**src/rtl/jk_counter_pkg.sv**
```systemverilog
// Shared types and helpers for the JK modulo counter.
//   jk_mode_t : counter operating mode (HOLD/UP/DOWN/LOAD)
//   jk_pair_t : J/K drive for one storage bit
//   jk_pair() : J/K drive that moves one bit from its current value q to nxt
package jk_counter_pkg;

  typedef enum logic [1:0] {
    MODE_HOLD = 2'b00,
    MODE_UP   = 2'b01,
    MODE_DOWN = 2'b10,
    MODE_LOAD = 2'b11
  } jk_mode_t;

  typedef struct packed {
    logic j;
    logic k;
  } jk_pair_t;

  // Set when the bit must rise, reset when it must fall, otherwise hold.
  // J and K are never both high.
  function automatic jk_pair_t jk_pair(input logic q, input logic nxt);
    jk_pair_t p;
    p.j = nxt & ~q;
    p.k = ~nxt & q;
    return p;
  endfunction

endpackage

```
**src/rtl/jk_cell.sv**
```systemverilog
// One JK storage bit with clock enable.
//   clk, rst : rising-edge clock, asynchronous active-high reset to RST_VAL
//   en       : cell updates only when high
//   j, k     : 00 hold, 01 reset, 10 set, 11 toggle
//   q        : stored bit
module jk_cell #(
  parameter logic RST_VAL = 1'b0
) (
  input  logic clk,
  input  logic rst,
  input  logic en,
  input  logic j,
  input  logic k,
  output logic q
);

  always_ff @(posedge clk or posedge rst) begin
    if (rst) begin
      q <= RST_VAL;
    end else if (en) begin
      case ({j, k})
        2'b01:   q <= 1'b0;
        2'b10:   q <= 1'b1;
        2'b11:   q <= ~q;
        default: q <= q;
      endcase
    end
  end

endmodule

```
**src/rtl/jk_mod_counter.sv**
```systemverilog
// Modulo-MODULUS up/down/load counter built from WIDTH JK cells.
//   clk, rst  : rising-edge clock, asynchronous active-high reset (q=RESET_VAL)
//   en        : count/load enable; when low q holds and the pulses clear
//   mode      : 00 HOLD, 01 UP, 10 DOWN, 11 LOAD
//   load_val  : value captured in LOAD mode (out-of-range saturates to MODULUS-1)
//   clr       : synchronous clear to RESET_VAL, only with JK_MOD_COUNTER_SYNC_CLR_EN
//   q, q_bar  : counter value and its complement (q_bar combinational)
//   tc        : combinational terminal count for the current mode
//   wrap      : one-cycle pulse aligned with a wrapped q
//   load_err  : one-cycle pulse aligned with a saturated load
// Optional feature macro: JK_MOD_COUNTER_SYNC_CLR_EN
module jk_mod_counter
  import jk_counter_pkg::*;
#(
  parameter int unsigned      WIDTH     = 8,
  parameter longint unsigned  MODULUS   = 256,
  parameter longint unsigned  RESET_VAL = 0
) (
  input  logic             clk,
  input  logic             rst,
  input  logic             en,
  input  logic [1:0]       mode,
  input  logic [WIDTH-1:0] load_val,
`ifdef JK_MOD_COUNTER_SYNC_CLR_EN
  input  logic             clr,
`endif
  output logic [WIDTH-1:0] q,
  output logic [WIDTH-1:0] q_bar,
  output logic             tc,
  output logic             wrap,
  output logic             load_err
);

  localparam int unsigned      EXT_W   = WIDTH + 1;
  localparam logic [WIDTH:0]   MOD_EXT = EXT_W'(MODULUS);
  localparam logic [WIDTH-1:0] MAX_VAL = WIDTH'(MODULUS - 1);
  localparam logic [WIDTH-1:0] RST_VAL = WIDTH'(RESET_VAL);

  jk_mode_t         mode_e;
  logic [WIDTH:0]   inc_ext;
  logic [WIDTH:0]   dec_ext;
  logic [WIDTH:0]   ld_ext;
  logic [WIDTH-1:0] nxt;
  logic             wrap_nxt;
  logic             err_nxt;
  logic             cell_en;

  assign mode_e  = jk_mode_t'(mode);

  // One extra bit so MODULUS = 2**WIDTH compares without aliasing to zero
  assign inc_ext = {1'b0, q} + EXT_W'(1);
  assign dec_ext = {1'b0, q} - EXT_W'(1);
  assign ld_ext  = {1'b0, load_val};

  // Next counter value and pulse requests
  always_comb begin
    nxt      = q;
    wrap_nxt = 1'b0;
    err_nxt  = 1'b0;
    if (en) begin
      case (mode_e)
        MODE_UP: begin
          if (inc_ext == MOD_EXT) begin
            nxt      = '0;
            wrap_nxt = 1'b1;
          end else begin
            nxt = inc_ext[WIDTH-1:0];
          end
        end
        MODE_DOWN: begin
          // Borrow into the extra bit means q was zero
          if (dec_ext[WIDTH]) begin
            nxt      = MAX_VAL;
            wrap_nxt = 1'b1;
          end else begin
            nxt = dec_ext[WIDTH-1:0];
          end
        end
        MODE_LOAD: begin
          if (ld_ext < MOD_EXT) begin
            nxt = load_val;
          end else begin
            nxt     = MAX_VAL;
            err_nxt = 1'b1;
          end
        end
        default: nxt = q;
      endcase
    end
`ifdef JK_MOD_COUNTER_SYNC_CLR_EN
    if (clr) begin
      nxt      = RST_VAL;
      wrap_nxt = 1'b0;
      err_nxt  = 1'b0;
    end
`endif
  end

`ifdef JK_MOD_COUNTER_SYNC_CLR_EN
  assign cell_en = en | clr;
`else
  assign cell_en = en;
`endif

  // Storage: one JK cell per bit, driven to move q toward nxt
  for (genvar i = 0; i < int'(WIDTH); i++) begin : g_bit
    jk_pair_t drv;
    assign drv = jk_pair(q[i], nxt[i]);
    jk_cell #(
      .RST_VAL (RST_VAL[i])
    ) u_cell (
      .clk (clk),
      .rst (rst),
      .en  (cell_en),
      .j   (drv.j),
      .k   (drv.k),
      .q   (q[i])
    );
  end

  // Registered one-cycle status pulses
  always_ff @(posedge clk or posedge rst) begin
    if (rst) begin
      wrap     <= 1'b0;
      load_err <= 1'b0;
    end else begin
      wrap     <= wrap_nxt;
      load_err <= err_nxt;
    end
  end

  assign q_bar = ~q;
  assign tc    = ((mode_e == MODE_UP) && (q == MAX_VAL)) ||
                 ((mode_e == MODE_DOWN) && (q == '0));

endmodule

```
**config.mk**
```make
export PLATFORM = sky130hd
export DESIGN_NAME = jk_mod_counter
export DESIGN_NICKNAME = d
export VERILOG_FILES = /design/src/rtl/jk_counter_pkg.sv /design/src/rtl/jk_cell.sv /design/src/rtl/jk_mod_counter.sv
export SDC_FILE = /design/constraint.sdc
export NUM_CORES = 1
export LEC_CHECK = 0
export BUFFER_PORTS_ARGS = -buffer_cell sky130_fd_sc_hd__buf_2
export CAP_MARGIN = 20
export CORE_MARGIN = 3
export CORE_UTILIZATION = 48
export DETAILED_ROUTE_END_ITERATION = 6
export PLACE_DENSITY = 0.88
export SYNTH_ARGS = -nofsm -noshare
export SYNTH_HDL_FRONTEND = slang
export SYNTH_SLANG_ARGS = --single-unit
```
**constraint.sdc**
```tcl
create_clock -name clk -period 2.3 [get_ports clk]
set_input_delay 0.46 -clock clk [delete_from_list [all_inputs] [get_ports clk]]
set_output_delay 0.46 -clock clk [all_outputs]
set_load 0.02 [all_outputs]
```
==> Word-level counts from Yosys, hierarchy flattened <==
Cells that the tools add are included.
{ "op_classes": {"add_sub_neg": 2, "n_eq_ne": 29, "order_cmp": 1, "bitwise_logic": 33, "mux": 20, "n_reduce_logical": 20} }
{ "op_table": {"columns": ["operator", "count"], "rows": [
  ["equality test 2 bit, second input constant", 18],
  ["2-to-1 mux 8 bit", 4],
  ["case mux 1 bit (3 select lines)", 8],
  ["case mux 8 bit (3 select lines)", 1],
  ["nonzero test 3 bit", 8],
  ["equality test 2 x 1 -> 1 bit, second input constant", 9],
  ["bitwise AND 1 bit", 16],
  ["NOT 1 bit", 16],
  ["AND reduction 2 bit", 8],
  ["adder 8 x 1 -> 9 bit, second input constant", 1],
  ["equality test 9 bit, second input constant", 1],
  ["less-than comparator 8 x 9 -> 1 bit, second input constant", 1],
  ["subtractor 8 x 1 -> 9 bit, second input constant", 1],
  ["equality test 8 bit, second input constant", 1],
  ["zero test 8 bit", 1],
  ["NOT 8 bit", 1],
  ["2-to-1 mux 1 bit", 6],
  ["logical AND 1 bit", 2],
  ["case mux 1 bit (2 select lines)", 1],
  ["logical OR 1 bit", 1]
]} }
{ "totals": {"word_cells": 115, "output_inout_bits": 19, "register_bits": 10, "in_bits": 13} }

==> Depth between registers and ports, before layout <==
Gate-level depths: netlist of run 1.
{ "logic_depth": {"ltp_word": 10, "ltp_mapped": 11, "mapped_depth_nobuf": 10} }

==> By module <==
Synthesis of run 1 repeated with hierarchy kept, for this count alone.
{ "hier_totals": {"cells_unflattened": 138, "area_unflattened_um2": 1017.2} }
{ "modules_own_cells": {"columns": ["module", "instances", "seq_area_each_um2", "cells_per_inst", "area_per_inst_um2"], "rows": [
  ["jk_mod_counter", 1, 25.0, 106, 696.9],
  ["jk_cell", 8, 25.0, 4, 40.0]
]} }

==> Least setup slack after synthesis of run 1 <==
OpenSTA, ideal clock, no wires.
{ "synth_timing": {"kind": "reg2reg", "startpoint": "reg g_bit[1].u_cell.q", "endpoint": "reg g_bit[7].u_cell.q", "setup_ps": 120, "required_ps": 2180, "path_buffers": 2, "path_stages_with_launch": 12, "arrival_ps": 2188, "slack_ps": -8, "period_less_slack_ps": 2308, "cell_sequence": "dfrtp_1 > clkbuf_2 > inv_1 > ha_1 > clkbuf_8 > or2_2 > a41oi_1 > o211ai_1 > ha_1 > inv_1 > a21oi_1 > a31o_2"} }
{ "synth_via": {"elab_chain_len": 10, "elab_cells_between_ends": 16, "cone_classes": "2 x add/sub; 4 x eq/ne; 5 x mux; 3 x bitwise; 2 x reduce/logical"} }
{ "synth_rtl": {"columns": ["item", "line_no", "source"], "rows": [
  ["start: declaration", "jk_cell.sv:14", "output logic q"],
  ["start signal: assignment", "jk_cell.sv:24", "2'b11: q <= ~q;"],
  ["start signal: assignment", "jk_cell.sv:25", "default: q <= q;"],
  ["adder 8 x 1 -> 9 bit", "jk_mod_counter.sv:51", "assign inc_ext = {1'b0, q} + EXT_W'(1);"],
  ["equality test 9 bit", "jk_mod_counter.sv:63", "if (inc_ext == MOD_EXT) begin"],
  ["2-to-1 mux 8 bit", "jk_mod_counter.sv:63", null],
  ["case mux 8 bit (3 select lines) *", "jk_mod_counter.sv:61", "case (mode_e)"],
  ["2-to-1 mux 8 bit *", "jk_mod_counter.sv:60", "if (en) begin"],
  ["NOT 1 bit", "jk_counter_pkg.sv:24", "p.k = ~nxt & q;"],
  ["bitwise AND 1 bit", "jk_counter_pkg.sv:24", null],
  ["equality test 2 x 1 -> 1 bit / equality test 2 bit (equally long branches)", "jk_cell.sv:21", "case ({j, k})"],
  ["nonzero test 3 bit (no line)", null, null],
  ["AND reduction 2 bit (no line)", null, null],
  ["end signal: assignment", "jk_cell.sv:24", null],
  ["end signal: assignment", "jk_cell.sv:25", null],
  ["end: declaration", "jk_cell.sv:14", null]
]} }
Mark *: on every way between the ends. The rest lies on a longest branch, timed or not.
A chain may end at the register's enable or synchronous reset.

==> Worst setup path in the final report of run 1 <==
{ "layout_timing": {"startpoint": "reg g_bit[1].u_cell.q", "endpoint": "reg g_bit[1].u_cell.q"} }
{ "layout_via": {"elab_chain_len": 10, "elab_cells_between_ends": 17, "cone_classes": "2 x add/sub; 4 x eq/ne; 5 x mux; 4 x bitwise; 2 x reduce/logical"} }
{ "layout_rtl": {"columns": ["item", "line_no"], "rows": [
  ["adder 8 x 1 -> 9 bit", "jk_mod_counter.sv:51"],
  ["equality test 9 bit", "jk_mod_counter.sv:63"],
  ["2-to-1 mux 8 bit", "jk_mod_counter.sv:63"],
  ["case mux 8 bit (3 select lines)", "jk_mod_counter.sv:61"],
  ["2-to-1 mux 8 bit", "jk_mod_counter.sv:60"],
  ["NOT 1 bit", "jk_counter_pkg.sv:24"],
  ["bitwise AND 1 bit", "jk_counter_pkg.sv:24"],
  ["equality test 2 x 1 -> 1 bit / equality test 2 bit (equally long branches)", "jk_cell.sv:21"],
  ["nonzero test 3 bit (no line)", null],
  ["AND reduction 2 bit (no line)", null]
]} }
Several ways; a longest one is shown, not always the timed one.

==> results.txt, run 1 <==
- Static timing analysis puts the maximum clock frequency at about 0.44 GHz.
* CP Launch Type: register
- Number of antenna violations at the first check in global routing: 0
* Clock root buffer master: clkbuf_4
* H-tree depth: 1
- Detailed-route vias per instance: 6.260
* Routed len/inst: 17.35 um
- DPL Wire Length: 2853 um
- Setup violations remaining at the end of the flow were counted as 0.
- Global routing consumed, over all layers together, 23.64% of the routing resources.
* Die width: 57.13 um
* Unrepaired setup endpoints after global routing: yes
- Kind of end point of the critical path: register
* Proportion of register bits with asynchronous set or reset after synthesis: 100.0%
- Data on the critical path arrives at its endpoint at around 2.4 ns.
- Die height: ~57 um
* Kind of cell adding the most delay to the critical path: compound AO/OA/AOI/OAI gates
* Global-route congestion overflow total: 0
* Dominant cell type by area after synthesis: dfrtp_1
- In this run the standard cell core region covers 2340 um^2.
- The congestion estimate from routability-driven global placement came to 0.9107.
- Counting every sink on the clock net gives 9.
* Worst setup margin: about 0.05 ns
- Summed over all layers, the routed wires come to between 3000 and 4000 um.
* First drt pass iteration count: 4
* Count of nets left with antenna violations after detail routing: 0
- Instance count after placement with tap cells included: 210
- Buffers and inverters on the worst path: 2
- After the last flow step, the layout net total stands at 215.
- Main flop type after synthesis: dfrtp_1
* Drt initial violations: between 90 and 100
- Final critical path time including I/O delays and setup: ~2.3 ns
- After filler insertion, the fill cell instance count of the layout stands at roughly 210.
- In the post-synthesis netlist, the biggest area contributors are dfrtp_1 18%, ha_1 14%, a31o_2 6.3%, inv_1 6.3%, buf_4 5.4%.
- On the worst path, the slowest cell contributes a delay of 0.43 ns.
- Overall via count from detail_route: around 1300
* Die footprint: around 3300 um^2
- Yosys printed 0 warnings.
- Max cap viols: 0
- The final hold violation count was 0.
* Via count of the first global-routing pass: between 1000 and 1500
* Post-Syn Nets: around 190
- Post-synthesis register bit count: 9
- Top-area cell type share of the netlist area: 17.95%
- Worst Setup Path Type: reg2reg
* End-of-flow core utilization: 62.46%
- The number of max-slew violations in the final report was 0.
- On the final layout, the worst clock skew is approximately 0.0028 ns.
- P per Cell Area: around 1100 nW/um^2
- The synthesized design contains 0 enable-type register cells.
- Fraction of final layout cells with drive strength greater than 1: 38.50%
* Number of ports placed on the die boundary: 32
- After detailed routing, the number of remaining DRC violations is 0.
- Result of the run: finished, final reports clean
* Highest-delay cell along the critical path: dfrtp_2
* Synth Area per Inst: approximately 7.9 um^2
- Data on the critical path is required at its endpoint by between 2 and 2.5 ns.
- Clk pin slew, worst setup/hold paths: roughly 0.07 ns
- Count of input and output buffers: 30
- The most numerous cell type found on the critical path is inv_1.
- Worst vdd rail ir drop: 0.0006862 V
- Clock tree synthesis inserted a total of 3 buffers.
* Number of distinct library cell variants in the gate-level netlist after synthesis: 46
* Clock tree from TritonCTS: yes
* Portion of the post-synthesis area used by sequential elements: 17.95%
- The later pin in the worst-skew pair is clocked with a latency of between 0.2 and 0.3 ns.
- The initialized floorplan defines 17 standard-cell rows.
- Summing every instance area after synthesis gives between 1000 and 1500 um^2.
- Entering global routing, the biggest net connects 16 pins.
- The first global-routing pass estimated 6134 um of wire.
* DP Worst Slack: -0.02201 ns
- The final critical path takes up a little over nine tenths of the cycle.
* Non-filler instance count after layout: about 220
- Once the floorplan was initialized, standard cells occupied between 50 and 60% of the core.
- The area growth from synthesis to layout is 16.45%.
* Number of buffers on the longest clock path: 2
- Largest fanout of any net on the critical path: 6
- Cts hold-fix bufs: 0
- Setup_tns: 0 ns
- LEAKAGE: ~0.00074 uW
* Worst Hold Class: in2async
- Critical Path, Cell by Cell: ha_2 > inv_1 > nor4_4 > a31oi_1 > o32a_1 > ha_1 > inv_1 > a21oi_1 > a31o_2
- Synthesis handed over a netlist of 158 instances.
* Antenna diode count: 0
==> state kept, by name, summed over array words and instances (netlist names) <==
name	flops
g_bit.u_cell.q	8
wrap	1
==> power by group <==
part | total, uW | internal (uW) | switching (uW) | leakage, uW
Combinational | 1230 | 507 | 721 | 0.000608
Clock | 137 | 67.3 | 70.0 | 0.0000150
Sequential | 305 | 214 | 91.4 | 0.000119
==> synthesized netlist by cell type (2+ instances only) <==
| cell | instances |
|---|---|
| nor4_4 | 2 |
| nor3_1 | 3 |
| buf_6 | 2 |
| a21oi_1 | 13 |
| o211ai_1 | 2 |
| ha_1 | 14 |
| buf_2 | 2 |
| buf_4 | 9 |
| nand4_1 | 5 |
| clkbuf_1 | 2 |
| nor2_1 | 4 |
| nand3_1 | 8 |
| and3_1 | 2 |
| a31oi_1 | 4 |
| nand2_1 | 10 |
| inv_1 | 21 |
| dfrtp_1 | 9 |
| a31o_2 | 9 |
| a2bb2oi_1 | 2 |
| buf_1 | 2 |
| o21ai_0 | 7 |
| clkbuf_2 | 2 |
==> layer usage <==
metal / global-route usage (%) / wire (um) / up-vias
met5: 0 / 0 / -
met4: 9.603 / 85 / 0
met3: 2.715 / 355 / 15
met2: 39.15 / 1746 / 87
met1: 31.14 / 1544 / 622
li1: - / - / 622
==> worst paths after layout <==
path	start	end	slack [ns]	depth (start not counted)
max	g_bit[1].u_cell.q	g_bit[1].u_cell.q	0.05	9
min	rst	g_bit[2].u_cell.q	0.15	2
max reg2reg	g_bit[1].u_cell.q	g_bit[1].u_cell.q	0.05	9
min reg2reg	g_bit[1].u_cell.q	g_bit[1].u_cell.q	0.81	3
max in group asynchronous	rst	g_bit[1].u_cell.q	1.84	2
min in group clk	en	g_bit[3].u_cell.q	0.54	2
==> kinds of logic after synthesis <==
kind of cell | after synthesis | share of synthesized area (%)
buffers and inverters | 41 | 17.35
adders and majority gates | 14 | 13.96
and+or+nand+nor | 41 | 19.94
DFF | 9 | 17.95
AOI/OAI and AO/OA | 51 | 29.81
other | 1 | 0.2988
xor gates and xnor gates | 1 | 0.6980
==> cell type report <==
class | instances | area [um^2] | area share [%]
multi-input cells | 108 | 832.0 | 56.93
repair buffers | 45 | 262.8 | 17.98
flip-flops and latches | 9 | 226.5 | 15.50
inverters | 21 | 78.83 | 5.394
well taps | 28 | 35.03 | 2.397
clock buffers | 4 | 26.28 | 1.798
==> cells in the final DEF (no fill, tap or decap), drive strengths merged, types with 2 or more instances in the layout <==
master and count:
a21oi 13, o211ai 3, a31o 9, and2 2, o21ai 7, nand3 8, o22ai 2, nor4 2
a2bb2oi 2, buf 45, clkbuf 4, nand2 10, dfrtp 9, ha 14, and3 2, nand4 6
inv 21, nor3 3, a31oi 4, nor2 4
==> metrics by stage <==
stage | power [uW] | cell area (um^2) | hold WS [ns]
6_report | 1671 | 1461 | 0.1535
2_1_floorplan | 1200 | 1255 | 0.2879
4_1_cts | 1589 | 1435 | 0.1705
3_3_place_gp | 1391 | 1406 | 0.4535
3_5_place_dp | 1455 | 1406 | 0.4602
5_1_grt | 1812 | 1461 | 0.1754
==> what timing repair did <==
item,in CTS,in global routing
endpoints found under the setup margin,1,7
pin swaps,0,1
gates resized for setup,1,4
setup buffers,0,1
No activity file was read; power rests on OpenSTA's default activity.
==> run 2, diff against run 1 <==
--- a/config.mk
+++ b/config.mk
@@ -5,12 +5,14 @@
 export SDC_FILE = /design/constraint.sdc
 export NUM_CORES = 1
 export LEC_CHECK = 0
+export ABC_AREA = 0
 export BUFFER_PORTS_ARGS = -buffer_cell sky130_fd_sc_hd__buf_2
 export CAP_MARGIN = 20
 export CORE_MARGIN = 3
-export CORE_UTILIZATION = 48
+export CORE_UTILIZATION = 46
 export DETAILED_ROUTE_END_ITERATION = 6
 export PLACE_DENSITY = 0.88
 export SYNTH_ARGS = -nofsm -noshare
 export SYNTH_HDL_FRONTEND = slang
+export SYNTH_HIERARCHICAL = 1
 export SYNTH_SLANG_ARGS = --single-unit
==> results.txt, run 2 <==
* Proportion of register bits with asynchronous set or reset after synthesis: 100.0% (unchanged)
- The number of nets with antenna violations after routing was 0 (unchanged).
- The cell-internal power is 640.7 uW (was 788.5 uW).
* Register with the most flip-flops: g_bit.u_cell/q (was g_bit.u_cell.q)
- The buffer count from post-CTS setup fixing is 0 (unchanged).
* Die height: 53.03 um (was 57.13 um)
- DPL Wire Length: 2194 um (was 2853 um)
- The post-layout net count was 191 (was 215).
- Most used standard cells in the synthesized netlist: 21 x inv_1, 13 x a21oi_1, 12 x nand2_1, 12 x nand3_1, 9 x dfrtp_1 (was 21 x inv_1, 14 x ha_1, 13 x a21oi_1).
* Via count of the first global-routing pass: 1191 (was 1281)
- The post-route non-filler standard cell count came to 198 (was 215).
* Worst vdd rail ir drop: 0.0008116 V (was 0.0006862 V)
- LEAKAGE: 0.0005996 uW (was 0.0007415 uW)
* Worst Setup Path Type: reg2out (was reg2reg)
- The x dimension of the die is 53.03 um (was 57.13 um).
- The average vias per placed instance was 6.308 (was 6.260).
* Critical Path Max Stage Delay: 0.59 ns (was 0.43 ns)
- P per Cell Area: 1178 nW/um^2 (was 1143 nW/um^2)
- Maximum number of pins on one net before global-route repair: 17 (was 16)
- The full die area was 2812 um^2 (was 3264 um^2).
* Post-DP Area: 1204 um^2 (was 1406 um^2)
- The minimum setup slack after placement is 0.3060 ns (was -0.02201 ns).
* Clock tree from TritonCTS: yes (unchanged)
- The first-pass GRT wire length came to 5112 um (was 6134 um).
- Critical Path, Cell by Cell: nor4b_4 > nand2_1 > o31ai_1 > buf_2 (was ha_2 > inv_1 > nor4_4 > a31oi_1 > o32a_1 > ha_1 > inv_1 > a21oi_1 > a31o_2).
* Overall via count from detail_route: 1249 (was 1346)
* Global-route total usage across every layer: 24.03% (was 23.64%)
- Global-route congestion overflow total: 0 (unchanged)
- The maximum level of the CTS H-tree came to 1 (unchanged).
- The power spent charging and discharging nets was 825.4 uW (was 882.1 uW).
- The critical path startpoint category is a register (unchanged).
* Insertion delay of the later-clocked pin in the worst-skew pair: 0.27 ns (was 0.28 ns)
* Worst-case register-to-register setup slack: 0.41 ns (was 0.05 ns)
* Relative slew slack: 62.17%
- Synthesized area: 1017 um^2 (was 1255 um^2)
- Post-synthesis register bit count: 9 (unchanged)
* Top-area cell type share of the netlist area: 22.14% (was 17.95%)
- The CTS clock-pin slew for the worst setup and hold paths is 0.08 ns (was 0.07 ns).
* Worst Hold Class: in2async (unchanged)
* Post-Syn Nets: 157 (was 185)
- The layout overhead on the synthesized area came to 22.39% (was 16.45%).
- Largest registers: g_bit.u_cell/q x8, wrap x1 (was g_bit.u_cell.q x8, wrap x1).
- Flip-flop count of the largest register, all copies and words added: 8 (unchanged)
* Number of ports placed on the die boundary: 32 (unchanged)
- The total of warnings raised by yosys came to 6 (was 0).
* Worst setup margin: 0.1397 ns (was 0.04991 ns)
- Required time of the critical path: 1.84 ns (was 2.46 ns)
- The final hold violation count came to 0 (unchanged).
- Highest clock rate: 0.4629 GHz (was 0.4444 GHz)
* Clk_skew: 0.006873 ns (was 0.002838 ns)
- The final cycle utilization of the critical path was 93.93% (was 97.83%).
- Fraction of final layout cells with drive strength greater than 1: 25.73% (was 38.50%)
- Number of buffers added by the clock tree synthesis step: 3 (unchanged)
* Clock root buffer master: clkbuf_4 (unchanged)
* Number of core rows: 16 (was 17)
* Synth Area per Inst: 7.371 um^2 (was 7.943 um^2)
* Placeable core region: 2022 um^2 (was 2340 um^2)
- Routability congestion estimate from global placement: 0.9515 (was 0.9107)
- Clk pwr share: 9.3% (was 8.2%)
- Cell count after synthesis: 138 (was 158)
- The cell count after placement came to 194 (was 210).
- Starting Density: 50.31% (was 53.64%)
* Most frequently used cell type in the post-synthesis netlist: inv_1 (unchanged)
- Result of the run: finished, final reports clean (unchanged)
- The clock period minus worst slack is 2.160 ns (was 2.250 ns).
- Setup_tns: 0 ns (unchanged)
- Top library cells by usage in the layout, fill and taps aside: 30 x buf_2, 21 x inv_1, 13 x a21oi_1 (was 30 x buf_2, 20 x inv_1, 15 x buf_4)
- Portion of the post-synthesis area used by sequential elements: 22.14% (was 17.95%)
- Transition time of the tightest slew-check pin: about 0.57 ns
* Kind of end point of the critical path: output port (was register)
- Total Routed Length: 3011 um (was 3731 um)
* Number of antenna violations at the first check in global routing: 0 (unchanged)
- The reg-to-reg critical path startpoint is g_bit[2].u_cell/q (was g_bit[1].u_cell.q).
- DR DRC count: 0 (unchanged)
* R2r worst-path depth: 5 (was 9)
- Main flop type after synthesis: dfrtp_1 (unchanged)
- Switching part of the total: 56.30% (was 52.80%)
* Portion of total power attributed to sequential cells: 27.5% (was 18.3%)
* Largest fanout of any net on the critical path: 16 (was 6)
- Top cells by area, synth: dfrtp_1 22%, inv_1 7.7%, ha_1 7.4%, a21oi_1 6.4%, nand3_1 5.9% (was dfrtp_1 18%, ha_1 14%, a31o_2 6.3%, inv_1 6.3%, buf_4 5.4%).
* First drt pass iteration count: 4 (unchanged)
- The number of max-cap violations came to 0 (unchanged).
* Final count of pins violating max slew: 0 (unchanged)
- The initial detailed-routing violation count came to 72 (was 95).
- Count of input and output buffers: 30 (unchanged)
- The number of distinct standard cells referenced by the synthesized netlist was 40 (was 46).
- Data arrival, critical path: 1.70 ns (was 2.41 ns)
* Number of buffers on the longest clock path: 2 (unchanged)
* Dominant cell type by area after synthesis: dfrtp_1 (unchanged)
- The wire length per cell came to 15.21 um (was 17.35 um).
- Unrepaired setup endpoints after global routing: no (was yes)
- The part of the total power dissipated in combinational logic was 63.3% (was 73.5%).
- The clock sink total was 9 (unchanged).
- Final count of negative-setup-slack endpoints: 0 (unchanged)
* Post-route cell area: 1245 um^2 (was 1461 um^2)
- Endpoint of the lowest-slack register-to-register path: g_bit[5].u_cell/q (was g_bit[1].u_cell.q)
- Highest-delay cell along the critical path: dfrtp_1 (was dfrtp_2)
- The count of flip-flops with a built-in enable after synthesis is 0 (unchanged).
- Most common library cell in the layout ignoring fill and taps: buf_2 (unchanged)
- The antenna cell count is 0 (unchanged).
* Hold slack: 0.09901 ns (was 0.1535 ns)
## run 2: changes by cell type after synthesis, moves of 3 or more
| cell | before | now |
|---|---|---|
| nand4_1 | 5 | 1 |
| a311oi_1 | 0 | 4 |
| nand3_1 | 8 | 12 |
| a31o_2 | 9 | 0 |
| o21ai_0 | 7 | 2 |
| a221oi_1 | 0 | 3 |
| a31oi_1 | 4 | 8 |
| ha_1 | 14 | 6 |
| buf_4 | 9 | 4 |
| a211oi_1 | 0 | 4 |
## run 2: how the worst max path moves through the flow
stage	start	slack (ns)	end
after floorplan	g_bit[1].u_cell/q	0.03	tc
after global placement	mode[0]	0.37	g_bit[2].u_cell/q
after detailed placement	mode[0]	0.31	g_bit[2].u_cell/q
after CTS	g_bit[0].u_cell/q	0.03	tc
after global routing	g_bit[0].u_cell/q	0.03	tc
final	g_bit[2].u_cell/q	0.14	tc
## run 2: through the flow
stage	total power (uW)	utilization, %
global placement	1269	59.53
global route	1587	61.57
finish	1466	61.57
CTS	1425	60.83
floorplan	1002	-
detailed placement	1288	59.53
## run 2: cells by family (layout without fill, tap and decap cells)
group	Yosys count	count (layout)	share of synthesized area, %
AO/OA/AOI/OAI	45	45	30.26
XOR/XNOR	1	1	0.8612
adder cells (fa/ha/maj)	6	6	7.380
buffers and inverters	31	64	14.14
flip-flops	9	9	22.14
other	1	1	0.3686
AND/OR/NAND/NOR	45	45	24.85
## run 2: worst max-delay path, delay by kind of cell (launching register included)
family / cells / cell delay [ns]
buf+inv: 1 / 0.20
flops: 1 / 0.59
simple gates: 2 / 0.55
compound gates: 1 / 0.10
## run 2: area by class of cell
type	count	area, um^2
clock buffer	4	26.28
fill	184	777.0
inverter	21	78.83
multi-input combinational	98	663.1
sequential	9	225.2
tap	27	33.78
timing repair buffer	39	217.7
## run 2: metal layers
layer	wire (um)	part of all wire [%]	up-vias	track usage (%)
met5	0	0	-	0
met4	36	1.2	0	8.936
met3	354	12	7	1.690
met2	1403	47	101	40.29
met1	1217	40	570	31.91
li1	-	-	571	-
## run 2: what timing repair did
action                                  4_1_cts  5_1_grt
endpoints found under the setup margin        0        1
gates resized for setup                       0        2
hold buffers                                  0        0
endpoints found under the hold margin         0        0
## run 2: power by group through the flow
stage | Combinational [uW] | Sequential [uW] | Clock, uW
floorplan | 570 | 431 | 0
global placement | 888 | 381 | 0
detailed placement | 901 | 387 | 0
CTS | 905 | 383 | 138
global route | 1030 | 416 | 145
finish | 927 | 403 | 136
==> run 3, diff against run 2 <==
--- a/config.mk
+++ b/config.mk
@@ -9,10 +9,9 @@
 export BUFFER_PORTS_ARGS = -buffer_cell sky130_fd_sc_hd__buf_2
 export CAP_MARGIN = 20
 export CORE_MARGIN = 3
-export CORE_UTILIZATION = 46
+export CORE_UTILIZATION = 48
 export DETAILED_ROUTE_END_ITERATION = 6
 export PLACE_DENSITY = 0.88
 export SYNTH_ARGS = -nofsm -noshare
 export SYNTH_HDL_FRONTEND = slang
-export SYNTH_HIERARCHICAL = 1
 export SYNTH_SLANG_ARGS = --single-unit
==> constraint.sdc (replaced) <==
create_clock -name clk -period 2.3 [get_ports clk]
set_input_delay 0 -clock clk [delete_from_list [all_inputs] [get_ports clk]]
set_output_delay 0 -clock clk [all_outputs]
set_load 0.02 [all_outputs]
==> results.txt, run 3 (synthesis gave the netlist of run 1 again) <==
- Result of the run: finished, final reports clean (unchanged).
- Flip-flop count of the largest register, all copies and words added: 8 (unchanged)
- The detailed placer's ending HPWL came to 2695 um (was 2194 um).
- Net total in the final layout: 211 (was 191)
- Number of ports placed on the die boundary: 32 (unchanged)
- Filler Cells Inserted: 227 (was 184)
- CP Launch Type: register (unchanged)
- The initial detailed-routing violation count came to 69 (was 72).
- Top library cells by usage in the layout, fill and taps aside: 30 x buf_2, 20 x inv_1, 13 x a21oi_1 (was 30 x buf_2, 21 x inv_1, 13 x a21oi_1)
- Total count of hold-check failures in the final report: 0 (unchanged)
- Starting Density: 53.64% (was 50.31%)
- The kind of cell adding the most delay to the critical path is compound AO/OA/AOI/OAI gates (was flip-flops).
- The total routing usage reported by global routing came to 21.47% (was 24.03%).
- The average vias per placed instance was 6.299 (was 6.308).
- The first-pass detailed-route iteration total came to 4 (unchanged).
* Area delta synth->final: 13.06% (was 22.39%)
- The area of the multi-input gates came to 817.0 um^2 (was 663.1 um^2).
- LEAKAGE: 0.0007174 uW (was 0.0005996 uW)
- Highest-delay cell along the critical path: dfrtp_2 (was dfrtp_1)
- The maximum vdd drop is 0.0007642 V (was 0.0008116 V).
- Comb power frac: 72.1% (was 63.3%)
* Critical Path Max Stage Delay: 0.42 ns (was 0.59 ns)
* Critical Path, Cell by Cell: ha_2 > inv_1 > nor4_4 > a31oi_1 > o32a_1 > ha_1 > inv_1 > a21oi_1 > a31o_2 (was nor4b_4 > nand2_1 > o31ai_1 > buf_2)
- Number of buffers added by the clock tree synthesis step: 3 (unchanged)
- Logic depth of the worst path, buffers included: 9 (was 4)
- H-tree depth: 1 (unchanged)
* End-of-flow core utilization: 60.64% (was 61.57%)
- The type of element capturing the critical path is a register (was output port).
- The cell-internal power was 748.1 uW (was 640.7 uW).
- Worst Hold Class: in2reg (was in2async)
- Number of buffers on the longest clock path: 2 (unchanged)
* Largest registers: g_bit.u_cell.q x8, wrap x1 (was g_bit.u_cell/q x8, wrap x1)
- Via count of the first global-routing pass: 1265 (was 1191)
- The final worst clock skew was 0.003932 ns (was 0.006873 ns).
- Final count of negative-setup-slack endpoints: 0 (unchanged)
- The routed wire length came to 3541 um (was 3011 um).
* Hold slack: 0.2405 ns (was 0.09901 ns)
- Placeable core region: 2340 um^2 (was 2022 um^2)
- Final count of pins violating max slew: 0 (unchanged)
* Number of core rows: 17 (was 16)
- Routed len/inst: 16.78 um (was 15.21 um)
- Fraction of final layout cells with drive strength greater than 1: 36.07% (was 25.73%)
- The worst path setup slack after routing came to 0.06631 ns (was 0.1397 ns).
- The relative contribution of sequential cells to total power came to 19.4% (was 27.5%).
- Buffers and inverters on the worst path: 2 (was 1)
- Antenna diode count: 0 (unchanged)
- The category of the critical setup timing path was reg2reg (was reg2out).
- Final critical path time including I/O delays and setup: 2.234 ns (was 2.160 ns)
- The weighted congestion reported at the end of routability-driven placement is 0.9096 (was 0.9515).
- The total power per unit cell area came to 1121 nW/um^2 (was 1178 nW/um^2).
- Global-route wire length before repair: 5664 um (was 5112 um)
- Global-route congestion overflow total: 0 (unchanged)
- The full die area was 3264 um^2 (was 2812 um^2).
- Max cap viols: 0 (unchanged)
* Switching part of the total: 52.95% (was 56.30%)
- Count of input and output buffers: 30 (unchanged)
- Clock root buffer master: clkbuf_4 (unchanged)
* Highest clock rate: 0.4477 GHz (was 0.4629 GHz)
- Most common library cell in the layout ignoring fill and taps: buf_2 (unchanged)
- The x dimension of the die was 57.13 um (was 53.03 um).
* Total clock sinks: 9 (unchanged)
- By instance count, the cell type seen most on the critical path is inv_1.
- Total chip power: 1590 uW (was 1466 uW)
* Period utilisation layout: 97.12% (was 93.93%)
* Register with the most flip-flops: g_bit.u_cell.q (was g_bit.u_cell/q)
* Net Switching: 841.9 uW (was 825.4 uW)
* Count of nets left with antenna violations after detail routing: 0 (unchanged)
- The proportion of power drawn by the clock network is 8.5% (was 9.3%).
- Critical path launch point: g_bit[1].u_cell.q (was g_bit[2].u_cell/q)
- Required time of the critical path: 2.46 ns (was 1.84 ns)
- DR DRC count: 0 (unchanged)
* DP Worst Slack: 0.04868 ns (was 0.3060 ns)
- Clk pin slew, worst setup/hold paths: 0.06 ns (was 0.08 ns)
* Flip-flop and latch area: 226.5 um^2 (was 225.2 um^2)
- The post-place instance area was 1369 um^2 (was 1204 um^2).
- FF-to-FF Start: g_bit[1].u_cell.q (was g_bit[2].u_cell/q)
- The CTS tree was yes (unchanged).
- The largest net degree at the start of global routing came to 18 (was 17).
- The worst setup path endpoint is g_bit[1].u_cell.q (was tc).
- The cell area after layout is 1419 um^2 (was 1245 um^2).
- The maximum net fanout on the critical path is 6 (was 16).
- The worst-case register-to-register setup slack was 0.07 ns (was 0.41 ns).
- The number of antenna violations at the first check in global routing is 0 (unchanged).
* Die height: 57.13 um (was 53.03 um)
- Endpoint of the lowest-slack register-to-register path: g_bit[1].u_cell.q (was g_bit[5].u_cell/q)
- Insertion delay of the later-clocked pin in the worst-skew pair: 0.28 ns (was 0.27 ns)
- The number of vias in the routed layout is 1329 (was 1249).
- The cell count of the worst reg-to-reg path is 9 (was 5).
* Data arrival, critical path: 2.40 ns (was 1.70 ns)
## run 3: changes by cell type in the layout (fill, tap and decap cells not counted), moves of 3 or more
cell | previous run | this run
a31oi_1 | 8 | 4
ha_1 | 6 | 12
nand3_1 | 12 | 8
a211oi_1 | 4 | 0
a311oi_1 | 4 | 0
nand4_1 | 1 | 5
a221oi_1 | 3 | 0
o21ai_0 | 2 | 7
a31o_2 | 0 | 9
## run 3: metal layers
metal	GRT usage, %	routed length (um)
met5	0	0
met4	8.278	61
met3	4.977	291
met2	38.01	1757
met1	24.86	1431
## run 3: what timing repair did
| action | in CTS | in global routing |
|---|---|---|
| hold buffers | 1 | 0 |
| endpoints found under the setup margin | 0 | 5 |
| endpoints found under the hold margin | 9 | 0 |
| resized for setup | 0 | 3 |
| setup buffers | 0 | 1 |
## run 3: worst min-delay path, stage by stage
cell and delay, ns:
buf_2 0.08, nand3_1 0.07, o211ai_2 0.06, ha_1 0.14, a31o_2 0.14
## run 3: per-stage QoR
step | std cells | TNS [ns]
floorplan | 158 | 0
global placement | 205 | 0
detailed placement | 205 | 0
CTS | 210 | 0
global route | 211 | -0.01172
finish | 211 | 0
## run 3: worst min path at each step
stage / startpoint / endpoint / slack [ns] / cells after the start
after floorplan: rst / g_bit[0].u_cell.q / -0.17 / 1
after global placement: rst / g_bit[5].u_cell.q / 0.005 / 2
after detailed placement: rst / g_bit[5].u_cell.q / 0.01 / 2
after CTS: en / wrap / 0.24 / 4
after global routing: load_val[6] / g_bit[6].u_cell.q / 0.27 / 5
final: load_val[6] / g_bit[6].u_cell.q / 0.24 / 5
## run 3: power groups by stage
stage | clock network, uW | registers, uW | logic, uW
4_1_cts | 136 | 306 | 1110
3_5_place_dp | 0 | 307 | 1110
2_1_floorplan | 0 | 278 | 922
5_1_grt | 143 | 320 | 1260
6_report | 135 | 309 | 1150
3_3_place_gp | 0 | 302 | 1060
## run 3: area by class of cell
cell class / count / area share (%)
multi-input cells: 108 / 57.58
well taps: 28 / 2.469
repair buffers: 41 / 16.58
flip-flops and latches: 9 / 15.96
inverters: 21 / 5.556
clock buffers: 4 / 1.852
